<file path="config.mk">
export PLATFORM = sky130hd
export DESIGN_NAME = imem_refill_ctrl_flat
export DESIGN_NICKNAME = d
export VERILOG_FILES = /design/src/rtl/imem_refill_ctrl_if.sv /design/src/rtl/imem_refill_ctrl.sv /design/src/flat_wrapper.sv
export SDC_FILE = /design/constraint.sdc
export NUM_CORES = 1
export LEC_CHECK = 0
export ABC_AREA = 1
export BUFFER_PORTS_ARGS = -buffer_cell sky130_fd_sc_hd__buf_2
export CAP_MARGIN = 30
export CORE_MARGIN = 5
export CORE_UTILIZATION = 29
export DETAILED_ROUTE_END_ITERATION = 10
export HOLD_SLACK_MARGIN = 0.06
export PLACE_DENSITY = 0.64
export SKIP_CTS_REPAIR_TIMING = 1
export SLEW_MARGIN = 5
export SYNTH_ARGS = -nofsm -noshare
export SYNTH_HDL_FRONTEND = slang
export SYNTH_SLANG_ARGS = --single-unit
export TNS_END_PERCENT = 10
</file>
<file path="constraint.sdc">
create_clock -name clock -period 1.4 [get_ports clock]
set_input_delay 0.28 -clock clock [delete_from_list [all_inputs] [get_ports clock]]
set_output_delay 0.28 -clock clock [all_outputs]
set_load 0.02 [all_outputs]
</file>
<file path="src/rtl/imem_refill_ctrl_if.sv">
// Request, refill and instruction-memory port bundle for imem_refill_ctrl.
// master = requesters plus memory model, slave = the controller.
interface imem_refill_ctrl_if #(
  parameter int ADDR_W = 10,
  parameter int IDX_W  = 2
);
  logic              miss_req;
  logic [ADDR_W-1:0] miss_addr;
  logic              refill_valid;
  logic [IDX_W-1:0]  refill_idx;
  logic [31:0]       refill_data;
  logic              refill_done;
  logic              ld_req;
  logic [ADDR_W-1:0] ld_addr;
  logic [31:0]       ld_data;
  logic              ld_ack;
  logic              busy;
  logic              mem_ren;
  logic              mem_wen;
  logic [ADDR_W-1:0] mem_addr;
  logic [31:0]       mem_din;
  logic [31:0]       mem_dout;

  modport master (
    output miss_req, miss_addr, ld_req, ld_addr, ld_data, mem_dout,
    input  refill_valid, refill_idx, refill_data, refill_done, ld_ack, busy,
           mem_ren, mem_wen, mem_addr, mem_din
  );

  modport slave (
    input  miss_req, miss_addr, ld_req, ld_addr, ld_data, mem_dout,
    output refill_valid, refill_idx, refill_data, refill_done, ld_ack, busy,
           mem_ren, mem_wen, mem_addr, mem_din
  );
endinterface

</file>
<file path="src/rtl/imem_refill_ctrl.sv">
// Instruction-memory sequencer: multi-beat I-cache line refills and single-beat loader writes.
// Refill beats start MEM_LATENCY cycles after acceptance; requests arriving while busy wait at their level.
module imem_refill_ctrl #(
  parameter int ADDR_W      = 10,
  parameter int BLOCK_WORDS = 4,
  parameter int MEM_LATENCY = 2
) (
  input  logic              clock,
  input  logic              reset,
  imem_refill_ctrl_if.slave bus
);
  localparam int IDX_W = $clog2(BLOCK_WORDS);
  localparam int LAT_W = (MEM_LATENCY > 1) ? $clog2(MEM_LATENCY) : 1;
  localparam logic [ADDR_W-1:0] LINE_MASK = ADDR_W'(BLOCK_WORDS - 1);
  localparam logic [IDX_W-1:0]  LAST_IDX  = IDX_W'(BLOCK_WORDS - 1);

  typedef enum logic [1:0] {IDLE, WRITE, LAT, BURST} state_t;

  state_t            state;
  logic [ADDR_W-1:0] base;
  logic [IDX_W-1:0]  idx;
  logic [LAT_W-1:0]  cnt;
  logic              ren_q, wen_q, valid_q, done_q, ack_q;
  logic [ADDR_W-1:0] addr_q;
  logic [31:0]       din_q;

  logic [ADDR_W-1:0] miss_base;
  logic [IDX_W-1:0]  nxt_idx;

  assign miss_base = bus.miss_addr & ~LINE_MASK;
  assign nxt_idx   = idx + IDX_W'(1);

  always_ff @(posedge clock) begin
    if (reset) begin
      state   <= IDLE;
      base    <= '0;
      idx     <= '0;
      cnt     <= '0;
      ren_q   <= 1'b0;
      wen_q   <= 1'b0;
      valid_q <= 1'b0;
      done_q  <= 1'b0;
      ack_q   <= 1'b0;
      addr_q  <= '0;
      din_q   <= '0;
    end else begin
      wen_q  <= 1'b0;
      ack_q  <= 1'b0;
      done_q <= 1'b0;
      case (state)
        IDLE: begin
          if (bus.ld_req) begin
            state  <= WRITE;
            wen_q  <= 1'b1;
            ack_q  <= 1'b1;
            addr_q <= bus.ld_addr;
            din_q  <= bus.ld_data;
          end else if (bus.miss_req) begin
            base   <= miss_base;
            idx    <= '0;
            addr_q <= miss_base;
            ren_q  <= 1'b1;
            if (MEM_LATENCY > 0) begin
              state <= LAT;
              cnt   <= LAT_W'(MEM_LATENCY - 1);
            end else begin
              state   <= BURST;
              valid_q <= 1'b1;
            end
          end
        end
        WRITE: begin
          state  <= IDLE;
          addr_q <= '0;
          din_q  <= '0;
        end
        LAT: begin
          if (cnt == '0) begin
            state   <= BURST;
            valid_q <= 1'b1;
          end else begin
            cnt <= cnt - LAT_W'(1);
          end
        end
        BURST: begin
          if (idx == LAST_IDX) begin
            state   <= IDLE;
            valid_q <= 1'b0;
            ren_q   <= 1'b0;
            addr_q  <= '0;
            base    <= '0;
            idx     <= '0;
          end else begin
            // base is line-aligned, so OR-ing the index never carries out of the line
            idx    <= nxt_idx;
            addr_q <= base | {{(ADDR_W-IDX_W){1'b0}}, nxt_idx};
            done_q <= (nxt_idx == LAST_IDX);
          end
        end
        default: state <= IDLE;
      endcase
    end
  end

  // A reset landing on a WRITE or final-beat cycle must suppress the write and the pulses
  assign bus.mem_wen      = wen_q & ~reset;
  assign bus.ld_ack       = ack_q & ~reset;
  assign bus.refill_done  = done_q & ~reset;
  assign bus.mem_ren      = ren_q;
  assign bus.mem_addr     = addr_q;
  assign bus.mem_din      = din_q;
  assign bus.refill_valid = valid_q;
  assign bus.refill_idx   = idx;
  assign bus.refill_data  = valid_q ? bus.mem_dout : 32'd0;
  assign bus.busy         = (state != IDLE);
endmodule

</file>
<file path="src/flat_wrapper.sv">
// flat-port wrapper written by rule: the top's interface ports become plain ports
module imem_refill_ctrl_flat 
#(
  parameter int ADDR_W      = 10,
  parameter int BLOCK_WORDS = 4,
  parameter int MEM_LATENCY = 2
)
  (clock, reset, bus_miss_req, bus_miss_addr, bus_ld_req, bus_ld_addr, bus_ld_data, bus_mem_dout, bus_refill_valid, bus_refill_idx, bus_refill_data, bus_refill_done, bus_ld_ack, bus_busy, bus_mem_ren, bus_mem_wen, bus_mem_addr, bus_mem_din);
  imem_refill_ctrl_if #(.ADDR_W(ADDR_W), .IDX_W(2)) bus_i ();
  input  logic clock;
  input  logic reset;
  input wire logic [$bits(bus_i.miss_req)-1:0] bus_miss_req;
  input wire logic [$bits(bus_i.miss_addr)-1:0] bus_miss_addr;
  input wire logic [$bits(bus_i.ld_req)-1:0] bus_ld_req;
  input wire logic [$bits(bus_i.ld_addr)-1:0] bus_ld_addr;
  input wire logic [$bits(bus_i.ld_data)-1:0] bus_ld_data;
  input wire logic [$bits(bus_i.mem_dout)-1:0] bus_mem_dout;
  output wire logic [$bits(bus_i.refill_valid)-1:0] bus_refill_valid;
  output wire logic [$bits(bus_i.refill_idx)-1:0] bus_refill_idx;
  output wire logic [$bits(bus_i.refill_data)-1:0] bus_refill_data;
  output wire logic [$bits(bus_i.refill_done)-1:0] bus_refill_done;
  output wire logic [$bits(bus_i.ld_ack)-1:0] bus_ld_ack;
  output wire logic [$bits(bus_i.busy)-1:0] bus_busy;
  output wire logic [$bits(bus_i.mem_ren)-1:0] bus_mem_ren;
  output wire logic [$bits(bus_i.mem_wen)-1:0] bus_mem_wen;
  output wire logic [$bits(bus_i.mem_addr)-1:0] bus_mem_addr;
  output wire logic [$bits(bus_i.mem_din)-1:0] bus_mem_din;
  assign bus_i.miss_req = bus_miss_req;
  assign bus_i.miss_addr = bus_miss_addr;
  assign bus_i.ld_req = bus_ld_req;
  assign bus_i.ld_addr = bus_ld_addr;
  assign bus_i.ld_data = bus_ld_data;
  assign bus_i.mem_dout = bus_mem_dout;
  assign bus_refill_valid = bus_i.refill_valid;
  assign bus_refill_idx = bus_i.refill_idx;
  assign bus_refill_data = bus_i.refill_data;
  assign bus_refill_done = bus_i.refill_done;
  assign bus_ld_ack = bus_i.ld_ack;
  assign bus_busy = bus_i.busy;
  assign bus_mem_ren = bus_i.mem_ren;
  assign bus_mem_wen = bus_i.mem_wen;
  assign bus_mem_addr = bus_i.mem_addr;
  assign bus_mem_din = bus_i.mem_din;
  imem_refill_ctrl #(.ADDR_W(ADDR_W), .BLOCK_WORDS(BLOCK_WORDS), .MEM_LATENCY(MEM_LATENCY)) u_core (.clock(clock), .reset(reset), .bus(bus_i));
endmodule
</file>
==> results.md, run 1 <==
- Final #Nets: 667
- Vias in the first global route: 2875
- Die Span Y: 107 um
- DP Worst Slack: 4.09 ps
- P_int: 3.51 mW
- Maximum net fanout on the critical path: 8
- Number of fill cells: 916
- Diode count: 0
- Ports: 170
- Final period utilization: 101%
- Via/cell ratio: 4.58
- CTS tree: built
- Iter 0 DRT Violations: 164
- Distinct cells, synth: 24
- Max-slew headroom: 68.1%
- IO buf count: 167
- Max Cap Violations: 0
- RSZ-0062 raised after global routing: true
- Final wirelength: 9650 um
- Routed vias: 3173
- Initial Util: 29.7%
- Clk_skew: 8.61 ps
- Clock-pin slew on the worst setup and hold paths: 80 ps
- First-pass GRT wire length: 13900 um
- Layout cell share with drive strength beyond 1: 38.7%
- Htree depth: 3
- Slowest stage delay, CP: 410 ps
- Die width: 107 um
- Total track usage: 15.2%
- Minimum period implied by the final worst setup slack: 1420 ps
- Die Area: 0.0115 mm2
- Worst-margin pin slew: 476 ps
- Antenna viol nets, final: 0
- Crit end category: output port
- Reg power frac: 37.9%
- Most common cell after layout, fill and taps aside: nand2_1
- Non-Filler Instances: 693
- Hold crit path type: in -> reg
- Violated checks: setup timing
- Cells after DPL: 674
- Sequential element share of the synthesized area: 43.3%
- GRT overflow: 0
- Pwr Density: 1230 mW/mm2
- Total Power: 5.18 mW
- Root buffer cell: clkbuf_8
- Ys Warns: 0
- Mean post-synth cell area: 6.71 um2
- Fin util: 45.8%
- Most frequent cells in the layout: nand2_1, buf_2, nand3_1
- CP required: 1120 ps
- Final setup margin: -18.3 ps
- Nature of the critical path startpoint: flop
- Worst vdd ir: 0.000493 V
- TritonCTS buffer count: 9
- CP Class: reg -> out
- Synthesized area: 0.00273 mm2
- Core area: 0.00920 mm2
- # DRC: 0
- Final Hold Vio Count: 0
- Final setup violating endpoints: 14
- Post-Synthesis Cells: 407
- Run status: complete, but fails checks
- Comb power frac: 27.6%
- Net switching power: 1.66 mW
- Sw Share: 32.1%
- Initial antenna violation count: 0
- # rows: 35
- Crit-path cells: clkbuf_16, nand2_1, inv_1, buf_6
- Yosys reg bits: 59
- Wire per inst: 13.9 um
- Largest net degree at the start of global routing: 34
- First-pass iteration count of the detailed router: 4
- Detail Placement HPWL: 6970 um
- Max Clock Freq: 705 MHz
- Final GP Congestion: 0.877
- Clk_lat worst skew: 330 ps
- Final Hold Slack: 129 ps
- Clock network fraction of total power: 34.5%
- Syn Nets: 497
- Reg2reg path depth: 9
- Crit-path slowest cell: dfxtp_4
- Longest Clk Path Bufs: 2
- CTS sink count: 59
- Area grow syn2layout: 54.1%
- Worst hold stages: 3
- Crit path arrival time: 1140 ps
- LEAKAGE: 2.47 nW
- Slew Limit Fails: 0
-- worst max-delay path, delay by kind of cell, from the launching register on --
family,cells,cell delay (ps)
flops,1,410
buf+inv,3,340
simple gates,1,60
-- kinds of logic (layout without fill, tap and decap cells) --
kind of cell,after synthesis,in the layout,synth area share [%]
and+or+nand+nor,251,251,40.0
buffers and inverters,71,246,11.1
DFF,59,59,43.3
AOI/OAI and AO/OA,24,24,4.72
adders and majority gates,2,2,0.916
-- cells in the mapped netlist --
library cell	count	area, um2
or2_2	1	6.26
nor2_4	1	11.3
buf_1	2	7.51
nand2_2	4	25.0
buf_6	1	11.3
o21a_1	3	22.5
o21ai_0	10	50.1
dfxtp_1	59	1180
inv_1	46	173
nand2_1	142	533
inv_4	1	6.26
nand2_4	4	45.0
buf_2	6	30.0
inv_2	3	11.3
nand3_1	60	300
clkbuf_1	7	26.3
or2_1	1	6.26
a31oi_1	1	6.26
nor2_1	36	135
nor3_2	1	10.0
nor2_8	1	20.0
ha_1	2	25.0
buf_4	5	37.5
a21oi_1	10	50.1
-- per-stage QoR --
stage	cell area (um2)	TNS (ps)
after floorplan	2740	0
after global placement	3700	0
after detailed placement	3700	0
after CTS	3930	-2200
after global routing	4210	-2390
final	4210	-117
-- power by group through the flow --
stage / registers [mW] / clock network, mW / logic [mW]
detailed placement: 1.99 / 0 / 1.29
floorplan: 2.12 / 0 / 0.676
global placement: 1.98 / 0 / 1.28
global route: 1.98 / 1.92 / 1.56
CTS: 1.95 / 1.84 / 1.30
finish: 1.96 / 1.79 / 1.43
-- registers in the layout, summed over array words and instances (netlist names), 2 cells and up --
signal and flops:
u_core.bus.mem_din 32, u_core.base 8, u_core.bus.refill_idx 2, u_core.state 2, u_core.bus.mem_addr 10
-- worst paths after layout --
path                                  from                endpoint  slack [ps]
setup / recovery   u_core.bus.refill_valid     bus_refill_data[28]         -20
hold / removal             bus_ld_data[22]  u_core.bus.mem_din[22]         130
setup reg to reg  u_core.bus.refill_idx[0]          u_core.base[7]         120
hold reg to reg      u_core.bus.mem_din[0]   u_core.bus.mem_din[0]         470
-- per-layer routing --
layer	vias to the layer above	GRT usage (%)	wire [um]
li1	1588	-	-
met1	1428	17.2	3850
met2	145	27.2	4810
met3	12	4.82	828
met4	0	4.84	167
met5	-	0	0
-- layout make-up --
cell class | count | area [um2] | area share (%)
multi-input combinational | 277 | 1260 | 30.0
clock buffer | 12 | 155 | 3.69
sequential | 59 | 1190 | 28.3
clock inverter | 4 | 72.6 | 1.72
inverter | 50 | 193 | 4.58
timing repair buffer | 180 | 1200 | 28.5
tap | 111 | 139 | 3.30
Note: power is estimated with default switching activity, not from simulation.
==> run 2: changes to the inputs <==
CORE_UTILIZATION = 43   (was 29)
PLACE_DENSITY = 0.86   (was 0.64)
==> run 2 against run 1 <==
  * The run now ends clean
  * Sequential share of layout area grew 1.0 points
  * Clock skew grew 2.3 ps
  * Register-to-register slack is essentially flat
  * Final cell count shrank 5.2%
  * Via count grew 1.0%
  * Global-route usage grew 4.5 points
  * Worst setup slack gained 24 ps
  * Design area shrank 3.0%
  * Die area shrank 30%
  * Flip-flop and latch count is the same
  * Critical path type unchanged
==> results.md, run 2 (synthesized netlist as in run 1, its figures left out) <==
- Via/cell ratio: 4.88
- Diode count: 0
- Non-Filler Instances: 657
- CTS tree: built
- Reg2reg path depth: 6
- Final setup margin: 5.61 ps
- Post-route cell area: 0.00408 mm2
- Minimum period implied by the final worst setup slack: 1390 ps
- RSZ-0062 raised after global routing: true
- Final period utilization: 99.6%
- Pwr Density: 1190 mW/mm2
- Post-Place Cell Area: 0.00365 mm2
- Min-Delay Endpoint: u_core.bus.mem_din[30]
- CTS sink count: 59
- DP Worst Slack: 4.39 ps
- Number of fill cells: 516
- Final Hold Slack: 137 ps
- Die Area: 0.00804 mm2
- Most common cell after layout, fill and taps aside: nand2_1
- First-pass iteration count of the detailed router: 5
- Root buffer cell: clkbuf_8
- Core area: 0.00628 mm2
- Detail Placement HPWL: 6490 um
- Maximum net fanout on the critical path: 17
- Final GP Congestion: 0.920
- Final setup violating endpoints: 0
- Max-slew headroom: 57.8%
- Die width: 89.7 um
- Clock-pin slew on the worst setup and hold paths: 70 ps
- CP Class: reg -> out
- RR Endpoint: u_core.bus.mem_din[5]
- Worst vdd ir: 0.000707 V
- Largest register FFs: 32
- Max Clock Freq: 717 MHz
- Flop-to-flop setup slack: 130 ps
- Multi-input gate area: 0.00126 mm2
- First-pass GRT wire length: 12200 um
- Ports: 170
- Worst-margin pin slew: 626 ps
- Slew Limit Fails: 0
- Fin util: 65.0%
- # DRC: 0
- Reg2reg start: u_core.state[0]
- GRT overflow: 0
- Routed vias: 3206
- Layout cell share with drive strength beyond 1: 39.3%
- Longest Clk Path Bufs: 2
- Die Span Y: 89.7 um
- Cells after DPL: 639
- Final Hold Vio Count: 0
- Wire per inst: 13.8 um
- CP required: 1120 ps
- IO buf count: 167
- Final #Nets: 665
- Final wirelength: 9080 um
- Htree depth: 3
- Crit path arrival time: 1110 ps
- LEAKAGE: 2.42 nW
- Crit end category: output port
- Register area: 0.00119 mm2
- Worst hold stages: 3
- # rows: 29
- Max Cap Violations: 0
- Clk_skew: 10.9 ps
- Min-delay src: bus_ld_data[30]
- Iter 0 DRT Violations: 233
- Most frequent cells in the layout: nand2_1, buf_2, nand3_1
- Largest net degree at the start of global routing: 42
- Initial Util: 43.5%
- Initial antenna violation count: 0
- Run status: complete, no violations
- Total track usage: 19.7%
- TritonCTS buffer count: 9
- Clk_lat worst skew: 330 ps
- Antenna viol nets, final: 0
- Nature of the critical path startpoint: flop
- Hold crit path type: in -> reg
- Vias in the first global route: 2748
- Area grow syn2layout: 49.4%
[run 2: changes by cell type in the layout (fill, tap and decap cells not counted), moves of 2 or more]
| cell | delta |
|---|---|
| buf_4 | +4 |
| buf_6 | -5 |
| clkinv_2 | +2 |
| dfxtp_2 | -2 |
| dfxtp_4 | +2 |
| inv_1 | -6 |
| inv_2 | +7 |
[run 2: area by class of cell]
type / count / area share, %
multi-input cells: 277 / 30.8
flip-flops and latches: 59 / 29.3
repair buffers: 178 / 28.1
inverters: 50 / 4.66
clock buffers: 11 / 3.47
well taps: 77 / 2.36
clock inverters: 5 / 1.29
[run 2: through the flow]
step           setup TNS (ps)  total power, mW
6_report                    0             4.85
5_1_grt                  -546             5.12
4_1_cts                 -1130             4.77
3_5_place_dp                0             3.25
3_3_place_gp                0             3.22
2_1_floorplan               0             2.80
[run 2: how the worst max path moves through the flow]
| stage | from | end | slack [ps] | cells after the start |
|---|---|---|---|---|
| final | u_core.bus.refill_valid | bus_refill_data[24] | 6 | 4 |
| after global routing | u_core.bus.refill_valid | bus_refill_data[24] | -50 | 4 |
| after CTS | u_core.state[1] | bus_busy | -160 | 3 |
| after detailed placement | u_core.state[1] | u_core.bus.mem_din[5] | 4 | 5 |
| after global placement | u_core.state[1] | u_core.bus.mem_addr[0] | 50 | 6 |
| after floorplan | u_core.bus.refill_valid | bus_refill_data[0] | 5 | 4 |
[run 2: power by group]
group	switching, mW	internal, mW	total, mW
clock	0.640	0.861	1.50
combinational	0.850	0.537	1.39
sequential	0.107	1.86	1.96
[run 2: layer usage]
layer / track usage, % / up-vias / part of all wire (%)
met4: 9.34 / 0 / 1.4
met3: 4.93 / 16 / 11
li1: - / 1582 / -
met5: 0 / - / 0
met1: 21.8 / 1441 / 37
met2: 35.2 / 167 / 50
[run 2: critical path: stages (launching register included)]
cell and delay [ps]:
dfxtp_4 370, buf_12 140, nand2_1 70, inv_1 90, buf_6 130
